--- config.mk ---
export PLATFORM = sky130hd
export DESIGN_NAME = tick_sequencer
export DESIGN_NICKNAME = d
export VERILOG_FILES = /design/src/rtl/tick_sequencer_pkg.sv /design/src/rtl/tick_sequencer_period_counter.sv /design/src/rtl/tick_sequencer.sv
export SDC_FILE = /design/constraint.sdc
export NUM_CORES = 1
export LEC_CHECK = 0
export BUFFER_PORTS_ARGS = -buffer_cell sky130_fd_sc_hd__buf_2
export CAP_MARGIN = 30
export CORE_ASPECT_RATIO = 2
export CORE_MARGIN = 5
export CORE_UTILIZATION = 53
export CTS_CLUSTER_DIAMETER = 60
export DETAILED_ROUTE_END_ITERATION = 6
export PLACE_DENSITY_LB_ADDON = 0.25
export SYNTH_ARGS = -nofsm -noshare
export SYNTH_HDL_FRONTEND = slang
export SYNTH_SLANG_ARGS = --single-unit
--- constraint.sdc ---
create_clock -name CLK -period 3.05 [get_ports CLK]
set_input_delay 0.1525 -clock CLK [delete_from_list [all_inputs] [get_ports CLK]]
set_output_delay 0.1525 -clock CLK [all_outputs]
set_load 0.1 [all_outputs]
--- src/rtl/tick_sequencer_pkg.sv ---
// Shared types and constants for the tick sequencer.
// Holds the state encoding and the configuration values loaded at reset.
package tick_sequencer_pkg;

  typedef enum logic [1:0] {
    ST_IDLE = 2'd0,
    ST_RUN  = 2'd1,
    ST_DONE = 2'd2
  } state_e;

  localparam int unsigned DEF_P = 1;
  localparam int unsigned DEF_B = 0;

endpackage

--- src/rtl/tick_sequencer_period_counter.sv ---
// Free-running period counter for the tick sequencer.
// Raises a combinational wrap on the cycle it holds P-1 while enabled.
module period_counter
  import tick_sequencer_pkg::*;
#(
  parameter int CNT_W = 16
) (
  input  logic             clk,
  input  logic             rst_n,
  input  logic             clear,
  input  logic             enable,
  input  logic [CNT_W-1:0] period,
  output logic             wrap
);

  logic [CNT_W-1:0] cnt_q;
  logic [CNT_W-1:0] cnt_d;

  // Clear has priority so a new run always starts counting from zero.
  always_comb begin
    wrap  = enable && (cnt_q == (period - CNT_W'(1)));
    cnt_d = cnt_q;
    if (clear) begin
      cnt_d = '0;
    end else if (wrap) begin
      cnt_d = '0;
    end else if (enable) begin
      cnt_d = cnt_q + CNT_W'(1);
    end else begin
      cnt_d = cnt_q;
    end
  end

  always_ff @(posedge clk or negedge rst_n) begin
    if (!rst_n) begin
      cnt_q <= '0;
    end else begin
      cnt_q <= cnt_d;
    end
  end

endmodule

--- src/rtl/tick_sequencer.sv ---
// Programmable tick scheduler: emits one-cycle tick enables every P cycles,
// either continuously or for a burst of B ticks, then pulses done.
module tick_sequencer
  import tick_sequencer_pkg::*;
#(
  parameter int CNT_W   = 16,
  parameter int BURST_W = 8
) (
  input  logic               CLK,
  input  logic               RST_N,
  input  logic               cfg_valid,
  output logic               cfg_ready,
  input  logic [CNT_W-1:0]   cfg_div,
  input  logic [BURST_W-1:0] cfg_burst,
  input  logic               start,
  input  logic               stop,
  output logic               tick,
  output logic               phase,
  output logic               busy,
  output logic               done
);

  state_e               state_q, state_d;
  logic [CNT_W-1:0]     p_q, p_d;
  logic [BURST_W-1:0]   b_q, b_d;
  logic [BURST_W-1:0]   bcnt_q, bcnt_d;
  logic                 tick_q, tick_d;
  logic                 phase_q, phase_d;
  logic                 busy_q, busy_d;
  logic                 done_q, done_d;
  logic                 cnt_clear;
  logic                 cnt_en;
  logic                 wrap;

  assign cfg_ready = (state_q == ST_IDLE);
  assign tick      = tick_q;
  assign phase     = phase_q;
  assign busy      = busy_q;
  assign done      = done_q;

  period_counter #(.CNT_W(CNT_W)) u_period_counter (
    .clk    (CLK),
    .rst_n  (RST_N),
    .clear  (cnt_clear),
    .enable (cnt_en),
    .period (p_q),
    .wrap   (wrap)
  );

  // Config capture, run control and next values of the registered outputs.
  always_comb begin
    state_d   = state_q;
    p_d       = p_q;
    b_d       = b_q;
    bcnt_d    = bcnt_q;
    tick_d    = 1'b0;
    phase_d   = phase_q;
    cnt_clear = 1'b0;
    cnt_en    = 1'b0;

    // A divider of zero behaves as one so the counter always wraps.
    if (cfg_valid && cfg_ready) begin
      p_d = (cfg_div == '0) ? CNT_W'(1) : cfg_div;
      b_d = cfg_burst;
    end else begin
      p_d = p_q;
      b_d = b_q;
    end

    case (state_q)
      ST_IDLE: begin
        if (start) begin
          state_d   = ST_RUN;
          cnt_clear = 1'b1;
          bcnt_d    = '0;
          phase_d   = 1'b0;
        end else begin
          state_d = ST_IDLE;
        end
      end
      ST_RUN: begin
        // Stop beats a tick falling due on the same edge.
        if (stop) begin
          state_d = ST_IDLE;
        end else begin
          cnt_en = 1'b1;
          if (wrap) begin
            tick_d  = 1'b1;
            phase_d = ~phase_q;
            if (b_q != '0) begin
              bcnt_d = bcnt_q + BURST_W'(1);
              if (bcnt_q == (b_q - BURST_W'(1))) begin
                state_d = ST_DONE;
              end else begin
                state_d = ST_RUN;
              end
            end else begin
              state_d = ST_RUN;
            end
          end else begin
            state_d = ST_RUN;
          end
        end
      end
      ST_DONE: begin
        state_d = ST_IDLE;
      end
      default: begin
        state_d = ST_IDLE;
      end
    endcase

    busy_d = (state_d == ST_RUN);
    done_d = (state_q == ST_DONE);
  end

  always_ff @(posedge CLK or negedge RST_N) begin
    if (!RST_N) begin
      state_q <= ST_IDLE;
      p_q     <= CNT_W'(DEF_P);
      b_q     <= BURST_W'(DEF_B);
      bcnt_q  <= '0;
      tick_q  <= 1'b0;
      phase_q <= 1'b0;
      busy_q  <= 1'b0;
      done_q  <= 1'b0;
    end else begin
      state_q <= state_d;
      p_q     <= p_d;
      b_q     <= b_d;
      bcnt_q  <= bcnt_d;
      tick_q  <= tick_d;
      phase_q <= phase_d;
      busy_q  <= busy_d;
      done_q  <= done_d;
    end
  end

endmodule

After elaboration in Yosys (flattened, before gate mapping)
Cells that the tools add are included.
{"block": "word_totals", "reg_bits": 54, "inputBits": 29}
{"block": "op_classes", "n_addsub": 4, "eq_ne": 9, "n_mux": 26, "bitwise_logic": 1, "reduce_logical": 9}
{"operator": "$mux 16", "n": 4}
{"operator": "$mux 8", "n": 4}
{"operator": "$add 16x1->16 const B", "n": 1}
{"operator": "$eq 16x16->1", "n": 1}
{"operator": "$logic_not 16->1", "n": 1}
{"operator": "$pmux 8 s2", "n": 1}
{"operator": "$sub 16x1->16 const B", "n": 1}
{"operator": "$mux 1", "n": 11}
{"operator": "$add 8x1->8 const B", "n": 1}
{"operator": "$eq 8x8->1", "n": 1}
{"operator": "$mux 2", "n": 4}
{"operator": "$reduce_bool 8->1", "n": 1}
{"operator": "$sub 8x1->8 const B", "n": 1}
{"operator": "$reduce_and 5->1", "n": 1}
{"operator": "$eq 2x1->1 const B", "n": 2}
{"operator": "$ne 2x1->1 const B", "n": 2}
{"operator": "$ne 2x2->1 const B", "n": 2}
{"operator": "$pmux 2 s2", "n": 1}
{"operator": "$reduce_and 4->1", "n": 1}
{"operator": "$reduce_bool 3->1", "n": 1}
{"operator": "$eq 2x2->1 const B", "n": 1}
{"operator": "$logic_and 1x1->1", "n": 2}
{"operator": "$logic_not 2->1", "n": 1}
{"operator": "$pmux 1 s2", "n": 1}
{"operator": "2 further kinds", "n": 2}

Longest topological paths before layout
Gate-level depths: netlist (run 1).
{"block": "depth", "depth_word": 8, "mapped_depth": 13, "ltp_nobuf": 11}

Hierarchy
Synthesis (run 1) repeated with hierarchy kept, for this count alone.
{"block": "unflattened", "cells_unflattened": 332, "area_unflattened_um2": 3296.9}
{"module": "tick_sequencer", "instances": 1, "cells_per_inst": 165, "area_each_um2": 1898.1, "seq_area_each_um2": 952.2}
{"module": "period_counter", "instances": 1, "cells_per_inst": 167, "area_each_um2": 1398.8, "seq_area_each_um2": 400.4}

Worst setup path after synthesis (run 1)
Ideal clock, no wire load.
{"block": "synth_timing", "path_kind": "register -> register", "start": "reg p_q[1]", "end": "reg phase_q (netlist: phase)", "arrival_ns": 2.897, "t_required_ns": 2.922, "slack_ns": 0.025, "path_stages_with_launch": 14, "synth_period_minus_slack_ns": 3.025, "path_cell_list": "dfrtp_1 inv_1 ha_1 or4b_1 buf_2 nor4b_2 a31oi_1 a31o_1 a2111oi_4 nand3_2 inv_2 or2_1 buf_4 mux2_1"}
{"block": "synth_between", "elab_chain_len": 5}
{"item": "start: declaration", "line": "tick_sequencer.sv:24", "rtl": "logic [CNT_W-1:0] p_q, p_d;"}
{"item": "start signal: assignment", "line": "tick_sequencer.sv:120", "rtl": "p_q <= CNT_W'(DEF_P);"}
{"item": "start signal: assignment", "line": "tick_sequencer.sv:129", "rtl": "p_q <= p_d;"}
{"item": "$sub 16x1->16", "line": "tick_sequencer_period_counter.sv:21", "rtl": "wrap = enable && (cnt_q == (period - CNT_W'(1)));"}
{"item": "$eq 16x16->1", "line": "tick_sequencer_period_counter.sv:21"}
{"item": "$logic_and 1x1->1", "line": "tick_sequencer_period_counter.sv:21"}
{"item": "$ne 2x1->1 (no line)"}
{"item": "$reduce_and 4->1 (no line)"}
{"item": "end signal: assignment", "line": "tick_sequencer.sv:133", "rtl": "phase_q <= phase_d;"}
{"item": "end: declaration", "line": "tick_sequencer.sv:28", "rtl": "logic phase_q, phase_d;"}
Every way passes these cells.
A chain may end at the register's enable or synchronous reset.

Final worst setup path (run 1)
{"block": "layout_timing", "start": "reg p_q[1]", "end": "reg bcnt_q[4]"}
{"block": "layout_between", "elab_chain_len": 5}
{"item": "$sub 16x1->16", "line": "tick_sequencer_period_counter.sv:21"}
{"item": "$eq 16x16->1", "line": "tick_sequencer_period_counter.sv:21"}
{"item": "$logic_and 1x1->1", "line": "tick_sequencer_period_counter.sv:21"}
{"item": "$ne 2x1->1 (no line)"}
{"item": "$reduce_and 5->1 (no line)"}
{"item": "end signal: assignment", "line": "tick_sequencer.sv:131", "rtl": "bcnt_q <= bcnt_d;"}
{"item": "end: declaration", "line": "tick_sequencer.sv:26", "rtl": "logic [BURST_W-1:0] bcnt_q, bcnt_d;"}
Every way passes these cells.

==> results of run 1 <==
area by class of cell:
class | count | area [sq um] | share of cell area, %
clock buffer | 8 | 166 | 4.40
timing repair buffer | 48 | 284 | 7.51
multi-input combinational | 274 | 1860 | 49.2
tap | 63 | 78.8 | 2.08
inverter | 11 | 41.3 | 1.09
sequential | 54 | 1350 | 35.8
cell usage after synthesis (2+ instances only):
cell type   n  area [sq um]
a21oi_1    13          65.1
a311oi_1    2          17.5
a31oi_1     6          37.5
a41oi_1     3          26.3
and2_1      4          25.0
and3_1      3          18.8
clkbuf_1   15          56.3
dfrtp_1    53          1330
ha_1        4          50.1
inv_1      10          37.5
mux2_2     19           214
nand2_1    26          97.6
nand2b_1    9          56.3
nand3_1    15          75.1
nand3b_1    3          22.5
nand4_1     6          37.5
nor2_1     32           120
nor2b_1     4          25.0
nor3_1     15          75.1
nor4_1     12          75.1
nor4b_2     2          30.0
o211ai_1    5          37.5
o21ai_0    12          60.1
o21ai_1     9          45.0
o22ai_1     2          12.5
o31ai_1     2          15.0
or3_1       9          56.3
xnor2_1    18           158
xor2_1     18           158
state kept, by name (all words and copies together) (netlist names):
register,cells
state_q,2
done,1
bcnt_q,8
b_q,8
tick,1
p_q,16
busy,1
u_period_counter.cnt_q,16
phase,1
through the flow:
stage          instance area, sq um  setup TNS (ns)  worst slack (ns)
6_report                       3780               0             0.114
5_1_grt                        3780         -0.0658           -0.0341
4_1_cts                        3750               0            0.0210
3_5_place_dp                   3570               0            0.0335
3_3_place_gp                   3570               0             0.107
2_1_floorplan                  3290               0            0.0250
cell families (layout without fill, tap and decap cells):
logic type,count (synthesis),in the layout,synth area share [%]
xor gates and xnor gates,36,36,9.59
muxes,20,20,6.85
AOI/OAI and AO/OA,66,66,13.6
adders and majority gates,4,4,1.52
DFF,54,54,41.1
buffers and inverters,28,67,3.35
and+or+nand+nor,148,148,24.0
what timing repair did:
| item | in CTS | in global routing |
|---|---|---|
| endpoints found under the setup margin | 0 | 17 |
| endpoints found under the hold margin | 28 | 0 |
| hold buffers | 1 | 0 |
| resized for setup | 0 | 7 |
power groups by stage:
stage | Sequential [mW] | Combinational, mW | Clock (mW)
after global placement | 0.992 | 0.680 | 0
after CTS | 0.984 | 0.702 | 0.633
after floorplan | 0.990 | 0.483 | 0
after global routing | 1.01 | 0.787 | 0.655
final | 0.989 | 0.716 | 0.621
after detailed placement | 0.997 | 0.697 | 0
worst max-delay path: cells and delay by family, from the launching register on:
| kind | cells | cell delay, ns |
|---|---|---|
| flops | 1 | 0.41 |
| simple gates | 4 | 1.26 |
| fa+ha+maj | 1 | 0.13 |
| compound gates | 4 | 0.81 |
| buf+inv | 2 | 0.25 |
routing by layer:
metal	vias up	GRT usage, %	wire length (um)
met2	69	42.1	4680
met1	1387	21.9	2940
met5	-	0	0
met4	0	15.2	465
met3	26	2.97	253
li1	1369	-	-
how the worst min path moves through the flow:
stage | startpoint | slack (ns) | cells past startpoint | end
after floorplan | RST_N | -0.14 | 0 | b_q[0]$_DFFE_PN0P_
after global placement | RST_N | 0.21 | 1 | b_q[5]$_DFFE_PN0P_
after detailed placement | RST_N | 0.24 | 1 | b_q[5]$_DFFE_PN0P_
after CTS | cfg_burst[1] | 0.06 | 3 | b_q[1]$_DFFE_PN0P_
after global routing | cfg_burst[4] | 0.09 | 2 | b_q[4]$_DFFE_PN0P_
final | cfg_burst[1] | 0.06 | 3 | b_q[1]$_DFFE_PN0P_
==> metrics, run 1 <==
Routed WL per cell=18.2 um; Sw Share=35.3%; slowest CP cell=or4b_4; number of synthesized flops with an enable pin=0; Hold WS=0.0609 ns; Detail Route Antenna Nets=0; Final Max Slew Viols=0; commonest non-fill, non-tap cell in the layout=dfrtp_1; DR vias/cell=6.22; crit path cell chain=inv_2, ha_4, or4b_4, nor4b_2, a31oi_1, a31o_1, a2111oi_4, nand4b_1, buf_6, or3_1, a21oi_2; asr flop ratio synth=100%; maxcap violations=0; maximum clock rate=341 MHz; crit path DAT=3.16 ns; first-pass GRT wire length=13700 um; initial drt markers=131; measured slew at the worst slew-check pin=0.763 ns; postcts setup bufs=0; Int Power=1.51 mW; Initial Util=54.8%; Final Hold Viols=0; largest net degree at the start of global routing=31; Synth Flop Type=dfrtp_1; Layout Skew=0.00365 ns; Pre-antenna DRT Iters=4; die area=7980 sq um; Fill cells=557; Logic pwr share=30.8%; Worst Setup Start Kind=flip-flop; Post-Layout Cell Count=458; status=completed; core area=6010 sq um; Syn Std Cell Area=3290 sq um; buffer depth of the longest clock path=2; share of power burned in registers=42.5%; CTS tree=yes; post-synthesis cell type count=54; Pwr per Cell Area=615 nW/um^2; Hold Crit Class=input pin to flip-flop; most frequent cells in the layout=dfrtp_1 (53), buf_2 (33), nor2_1 (32); CP required=3.27 ns; Lkg Pwr=1.56 nW; Clk pwr share=26.7%; total track usage=22.6%; ANT cells=0; utilization after layout=63.0%; dpl hpwl=6390 um; Vias=2851; clock transition at the registers of the reported paths=0.07 ns; Top-Level Pins=34; cts bufs inserted=5; WS Path Type=flip-flop to flip-flop; Synth Area per Inst=9.24 sq um; Final nets=427; vias in the first global route=2915; worst reg2reg path depth=11; Worst slew margin=48.8%; Clock Sinks=54; CP Capture Type=flip-flop; Site Rows=40; Clock Tree Root=clkbuf_16; share of layout cells above drive strength 1=21.8%; Clk Latency, worst-skew pair=0.29 ns; routed wire length=8340 um; min Tclk post-route=2.94 ns; RR Endpoint=bcnt_q[4]$_DFFE_PN0P_; R2R Setup Slk=0.11 ns; Residual DRC=0; RSZ-0062 raised after global routing=true; sequential area share after synthesis=41.1%; Setup crit end=bcnt_q[4]$_DFFE_PN0P_; maximum VDD drop=485 uV; Final Setup Violations=0; Tcrit/Tclk final=96.3%; reg2reg start=p_q[1]$_DFFE_PN0P_; GPL Wtd Cong=0.969; area grow syn2layout=15.0%; Post-Synthesis Cells=356; post-synthesis register bit count=54; die width=65.7 um; P_sw=0.821 mW; Syn. warnings=0; syn nets=389; CP max FO=17; grt total ovfl=0; placed cells=449; max incr delay on CP=0.49 ns; Power Total=2.33 mW; initial antenna violation count=0; PortBufs=33; H-Tree Depth=2; die height=121 um; crit path launch=p_q[1]$_DFFE_PN0P_
No activity file was read; power rests on OpenSTA's default activity.
==> run 2, diff against run 1 <==
--- a/config.mk
+++ b/config.mk
@@ -12,7 +12,7 @@
 export CORE_UTILIZATION = 53
 export CTS_CLUSTER_DIAMETER = 60
 export DETAILED_ROUTE_END_ITERATION = 6
-export PLACE_DENSITY_LB_ADDON = 0.25
+export PLACE_DENSITY = 0.86
 export SYNTH_ARGS = -nofsm -noshare
 export SYNTH_HDL_FRONTEND = slang
 export SYNTH_SLANG_ARGS = --single-unit
==> metrics, run 2 (synthesis results as in run 1) <==
min Tclk post-route=3.15 ns (was 2.94 ns); Clock Tree Root=clkbuf_16 (unchanged); routed wire length=8700 um (was 8340 um); cts bufs inserted=5 (unchanged); WS Path Type=flip-flop to flip-flop (unchanged); Final Hold Viols=0 (unchanged); initial drt markers=202 (was 131); Final nets=433 (was 427); dpl hpwl=6230 um (was 6390 um); Top-Level Pins=34 (unchanged); maximum clock rate=318 MHz (was 341 MHz); status=complete, but fails checks (was completed); initial antenna violation count=0 (unchanged); worst reg2reg path depth=12 (was 11); maximum VDD drop=486 uV (was 485 uV); Clk pwr share=27.6% (was 26.7%); largest net degree at the start of global routing=39 (was 31); most frequent cells in the layout=dfrtp_1 (53), buf_2 (34), nor2_1 (32) (was dfrtp_1 (53), buf_2 (33), nor2_1 (32)); die width=65.7 um (unchanged); CP required=3.22 ns (was 3.27 ns); CP max FO=7 (was 17); crit path cell chain=inv_2, ha_4, or4b_4, nor4b_4, a31oi_1, a31o_1, a2111oi_4, nand4b_1, buf_2, buf_4, o21ai_1, a21oi_1 (was inv_2, ha_4, or4b_4, nor4b_2, a31oi_1, a31o_1, a2111oi_4, nand4b_1, buf_6, or3_1, a21oi_2); failing checks=setup timing; share of layout cells above drive strength 1=24.7% (was 21.8%); PortBufs=33 (unchanged); crit path DAT=3.31 ns (was 3.16 ns); maxcap violations=0 (unchanged); share of power burned in registers=41.2% (was 42.5%); Layout Skew=0.0103 ns (was 0.00365 ns); Tcrit/Tclk final=103% (was 96.3%); commonest non-fill, non-tap cell in the layout=dfrtp_1 (unchanged); die area=7980 sq um (unchanged); slowest CP cell=or4b_4 (unchanged); largest registers=p_q x16, u_period_counter.cnt_q x16 (unchanged); area grow syn2layout=18.0% (was 15.0%); die height=121 um (unchanged); H-Tree Depth=2 (unchanged); ANT cells=0 (unchanged); Routed WL per cell=18.7 um (was 18.2 um); Lkg Pwr=1.59 nW (was 1.56 nW); Worst slew margin=40.3% (was 48.8%); Detail Route Antenna Nets=0 (unchanged); Pwr per Cell Area=619 nW/um^2 (was 615 nW/um^2); Initial Util=54.8% (unchanged); Clock Sinks=54 (unchanged); Hold WS=0.0792 ns (was 0.0609 ns); Sw Share=35.1% (was 35.3%); DR vias/cell=6.37 (was 6.22); Hold Crit Class=input pin to flip-flop (unchanged); clock transition at the registers of the reported paths=0.07 ns (about the same); Vias=2955 (was 2851); GPL Wtd Cong=1.01 (was 0.969); CP Capture Type=flip-flop (unchanged); buffer depth of the longest clock path=2 (unchanged); core area=6010 sq um (unchanged); Final Max Slew Viols=0 (unchanged); hold path depth=3 (unchanged); first-pass GRT wire length=13600 um (was 13700 um); Worst Setup Start Kind=flip-flop (unchanged); vias in the first global route=2990 (was 2915); measured slew at the worst slew-check pin=0.895 ns (was 0.763 ns); Clk Latency, worst-skew pair=0.29 ns (about the same); CTS tree=yes (unchanged); Residual DRC=0 (unchanged); Logic pwr share=31.1% (was 30.8%); Pre-antenna DRT Iters=5 (was 4); Site Rows=40 (unchanged); P_sw=0.843 mW (was 0.821 mW); grt total ovfl=0 (unchanged); RSZ-0062 raised after global routing=true (unchanged); Final Setup Violations=8 (was 0); Int Power=1.56 mW (was 1.51 mW); utilization after layout=64.6% (was 63.0%); max incr delay on CP=0.50 ns (was 0.49 ns); total track usage=22.0% (was 22.6%); Power Total=2.40 mW (was 2.33 mW); fin worst setup slack=-0.0988 ns (was 0.114 ns)
[run 2: cell type report]
class,instances,area [sq um]
Multi-Input combinational cell,274,1910
Sequential cell,54,1350
Tap cell,63,78.8
Clock buffer,7,143
Fill cell,464,2120
Timing Repair Buffer,54,327
Clock inverter,1,30.0
Inverter,11,41.3
[run 2: routing by layer]
layer / global-route usage [%] / part of all wire [%] / vias up
li1: - / - / 1369
met1: 21.2 / 35 / 1458
met2: 40.3 / 55 / 94
met3: 3.43 / 3.7 / 34
met4: 15.7 / 6.0 / 0
met5: 0 / 0 / -
[run 2: path summary, 6_finish.rpt]
kind / startpoint / to / slack [ns]
max: p_q[1]$_DFFE_PN0P_ / bcnt_q[6]$_DFFE_PN0P_ / -0.1
min: cfg_burst[0] / b_q[0]$_DFFE_PN0P_ / 0.08
max reg2reg: p_q[1]$_DFFE_PN0P_ / bcnt_q[6]$_DFFE_PN0P_ / -0.1
min reg2reg: phase$_DFFE_PN0P_ / phase$_DFFE_PN0P_ / 0.53
max in group asynchronous: RST_N / p_q[5]$_DFFE_PN0P_ / 1.76
min in group asynchronous: RST_N / b_q[4]$_DFFE_PN0P_ / 0.51
[run 2: power by group through the flow]
stage	Combinational (mW)	Clock [mW]	Sequential, mW
final	0.747	0.664	0.991
after global routing	0.814	0.692	1.01
after CTS	0.707	0.669	0.980
after detailed placement	0.701	0	0.993
after global placement	0.675	0	0.985
after floorplan	0.483	0	0.990
[run 2: worst max-delay path: cells and delay by family, from the launching register on]
family	cells	cell delay, ns
fa+ha+maj	1	0.14
flops	1	0.41
simple gates	3	1.00
buf+inv	3	0.47
compound gates	5	1.01
[run 2: what timing repair did]
action / 4_1_cts / 5_1_grt
pin swaps: 0 / 17
setup buffers: 0 / 5
cloned: 0 / 1
hold endpoints to repair: 4 / 0
resized for setup: 1 / 18
endpoints found under the setup margin: 3 / 23
hold buffers: 1 / 0
[run 2: per-stage QoR]
stage               cells  setup WS (ns)  cell area, sq um  setup TNS (ns)
floorplan             356         0.0250              3290               0
global placement      449          0.123              3570               0
detailed placement    449        -0.0158              3570         -0.0294
CTS                   458         0.0253              3760               0
global route          464         -0.135              3880           -1.12
finish                464        -0.0988              3880          -0.409
==> run 3, diff against run 2 <==
--- a/config.mk
+++ b/config.mk
@@ -10,6 +10,7 @@
 export CORE_ASPECT_RATIO = 2
 export CORE_MARGIN = 5
 export CORE_UTILIZATION = 53
+export CTS_BUF_LIST = sky130_fd_sc_hd__clkbuf_16
 export CTS_CLUSTER_DIAMETER = 60
 export DETAILED_ROUTE_END_ITERATION = 6
 export PLACE_DENSITY = 0.86
==> metrics, run 3 (synthesis results as in run 1) <==
clock transition at the registers of the reported paths=0.07 ns (about the same); die width=65.7 um (unchanged); Vias=2951 (was 2955); buffer depth of the longest clock path=2 (unchanged); GPL Wtd Cong=1.01 (unchanged); Hold WS=0.0804 ns (was 0.0792 ns); Hold Crit Class=input pin to flip-flop (unchanged); Pre-antenna DRT Iters=5 (unchanged); maxcap violations=0 (unchanged); R2R Setup Slk=-0.08 ns (was -0.1 ns); Fill cells=465 (was 464); vias in the first global route=2979 (was 2990); Finished Cell Area=3870 sq um (was 3880 sq um); total track usage=21.9% (was 22.0%); Clk Latency, worst-skew pair=0.29 ns (about the same); met1 Use GR=21.1% (was 21.2%); maximum VDD drop=487 uV (was 486 uV); dpl hpwl=6230 um (unchanged); Worst Setup Start Kind=flip-flop (unchanged); initial antenna violation count=0 (unchanged); CP Capture Type=flip-flop (unchanged); DR vias/cell=6.36 (was 6.37); RSZ-0062 raised after global routing=true (unchanged); reg2reg start=p_q[1]$_DFFE_PN0P_ (unchanged); crit path DAT=3.30 ns (was 3.31 ns); CP max FO=7 (unchanged); Detail Route Antenna Nets=0 (unchanged); HP Start=cfg_burst[0] (unchanged); largest net degree at the start of global routing=39 (unchanged); maximum clock rate=319 MHz (was 318 MHz); area grow syn2layout=17.7% (was 18.0%); fin worst setup slack=-0.0829 ns (was -0.0988 ns); crit path launch=p_q[1]$_DFFE_PN0P_ (unchanged); share of layout cells above drive strength 1=24.4% (was 24.7%); failing checks=setup timing (unchanged); die area=7980 sq um (unchanged); die height=121 um (unchanged); Hold Path End=b_q[0]$_DFFE_PN0P_ (unchanged); Final Max Slew Viols=0 (unchanged); WS Path Type=flip-flop to flip-flop (unchanged); routed wire length=8620 um (was 8700 um); H-Tree Depth=2 (unchanged); core area=6010 sq um (unchanged); largest registers=p_q x16, u_period_counter.cnt_q x16 (unchanged); Lkg Pwr=1.59 nW (about the same); cts bufs inserted=5 (unchanged); first-pass GRT wire length=13500 um (was 13600 um); grt total ovfl=0 (unchanged); Routed WL per cell=18.6 um (was 18.7 um); commonest non-fill, non-tap cell in the layout=dfrtp_1 (unchanged); Final Hold Viols=0 (unchanged); CP required=3.21 ns (was 3.22 ns); dpl cell area=3570 sq um (unchanged); global-route met3 utilization=3.43% (unchanged); Top-Level Pins=34 (unchanged); Initial Util=54.8% (unchanged); worst reg2reg path depth=12 (unchanged); initial drt markers=242 (was 202); Worst slew margin=41.4% (was 40.3%); hold path depth=3 (unchanged); most frequent cells in the layout=dfrtp_1 (53), buf_2 (34), nor2_1 (32) (unchanged); RR Endpoint=bcnt_q[6]$_DFFE_PN0P_ (unchanged); Pwr per Cell Area=614 nW/um^2 (was 619 nW/um^2); min Tclk post-route=3.13 ns (was 3.15 ns); busiest layer in global routing=met2 (unchanged); ANT cells=0 (unchanged); Residual DRC=0 (unchanged); Site Rows=40 (unchanged); Tcrit/Tclk final=103% (about the same); Final Setup Violations=7 (was 8); status=complete, but fails checks (unchanged); Clock Sinks=54 (unchanged); measured slew at the worst slew-check pin=0.879 ns (was 0.895 ns); PortBufs=33 (unchanged); Final nets=433 (unchanged); met2 usage=40.0% (was 40.3%); CTS tree=yes (unchanged); Layout Skew=0.0110 ns (was 0.0103 ns); Clock Tree Root=clkbuf_16 (unchanged)
==> run 3: cell count changes in the layout (fill, tap and decap cells not counted), sizes merged <==
cell | before | now
clkbuf | 7 | 5
clkinv | 0 | 1
inv | 11 | 12
==> run 3: critical path, stage by stage, from the launching register on <==
cell,delay [ns]
dfrtp_1,0.41
inv_2,0.10
ha_4,0.14
or4b_4,0.50
nor4b_4,0.29
a31oi_1,0.06
a31o_1,0.26
a2111oi_4,0.43
nand4b_1,0.21
buf_2,0.20
buf_4,0.17
o21ai_1,0.15
a21oi_1,0.09
==> run 3: metrics by stage <==
| stage | std cells | utilization [%] | setup TNS (ns) | setup WS [ns] | power (mW) |
|---|---|---|---|---|---|
| after CTS | 458 | 62.4 | 0 | 0.0247 | 2.33 |
| final | 464 | 64.5 | -0.301 | -0.0829 | 2.38 |
| after detailed placement | 449 | 59.4 | -0.0294 | -0.0158 | 1.69 |
| after global placement | 449 | 59.4 | 0 | 0.123 | 1.66 |
| after floorplan | 356 | - | 0 | 0.0250 | 1.47 |
| after global routing | 464 | 64.5 | -1.12 | -0.138 | 2.48 |
==> run 3: worst max-delay path by stage <==
| stage | end | cells past startpoint |
|---|---|---|
| 6_report | bcnt_q[6]$_DFFE_PN0P_ | 12 |
| 5_1_grt | bcnt_q[6]$_DFFE_PN0P_ | 12 |
| 3_3_place_gp | busy$_DFF_PN0_ | 10 |
| 3_5_place_dp | bcnt_q[4]$_DFFE_PN0P_ | 11 |
| 4_1_cts | bcnt_q[4]$_DFFE_PN0P_ | 11 |
| 2_1_floorplan | phase$_DFFE_PN0P_ | 13 |
==> run 3: timing repair <==
action                                  in CTS  in global routing
resized for setup                            1                 18
gates cloned                                 0                  1
pin swaps                                    0                 17
endpoints found under the setup margin       3                 23
buffers inserted                             0                  5
endpoints found under the hold margin        4                  0
hold buffers                                 1                  0
==> run 3: power breakdown <==
group / total (mW) / internal (mW) / switching (mW)
sequential: 0.991 / 0.825 / 0.166
combinational: 0.751 / 0.326 / 0.425
clock: 0.634 / 0.382 / 0.252
==> run 3: cell type report <==
type | instances | area [sq um] | area share (%)
Inverter | 11 | 41.3 | 1.07
Tap cell | 63 | 78.8 | 2.04
Multi-Input combinational cell | 274 | 1910 | 49.3
Clock inverter | 3 | 37.5 | 0.970
Timing Repair Buffer | 54 | 327 | 8.44
Sequential cell | 54 | 1350 | 34.9
Clock buffer | 5 | 125 | 3.23
==> run 3: metal layers <==
metal	up-vias	routed length, um
met3	36	304
li1	1380	-
met5	-	0
met4	0	556
met1	1445	3000
met2	90	4760
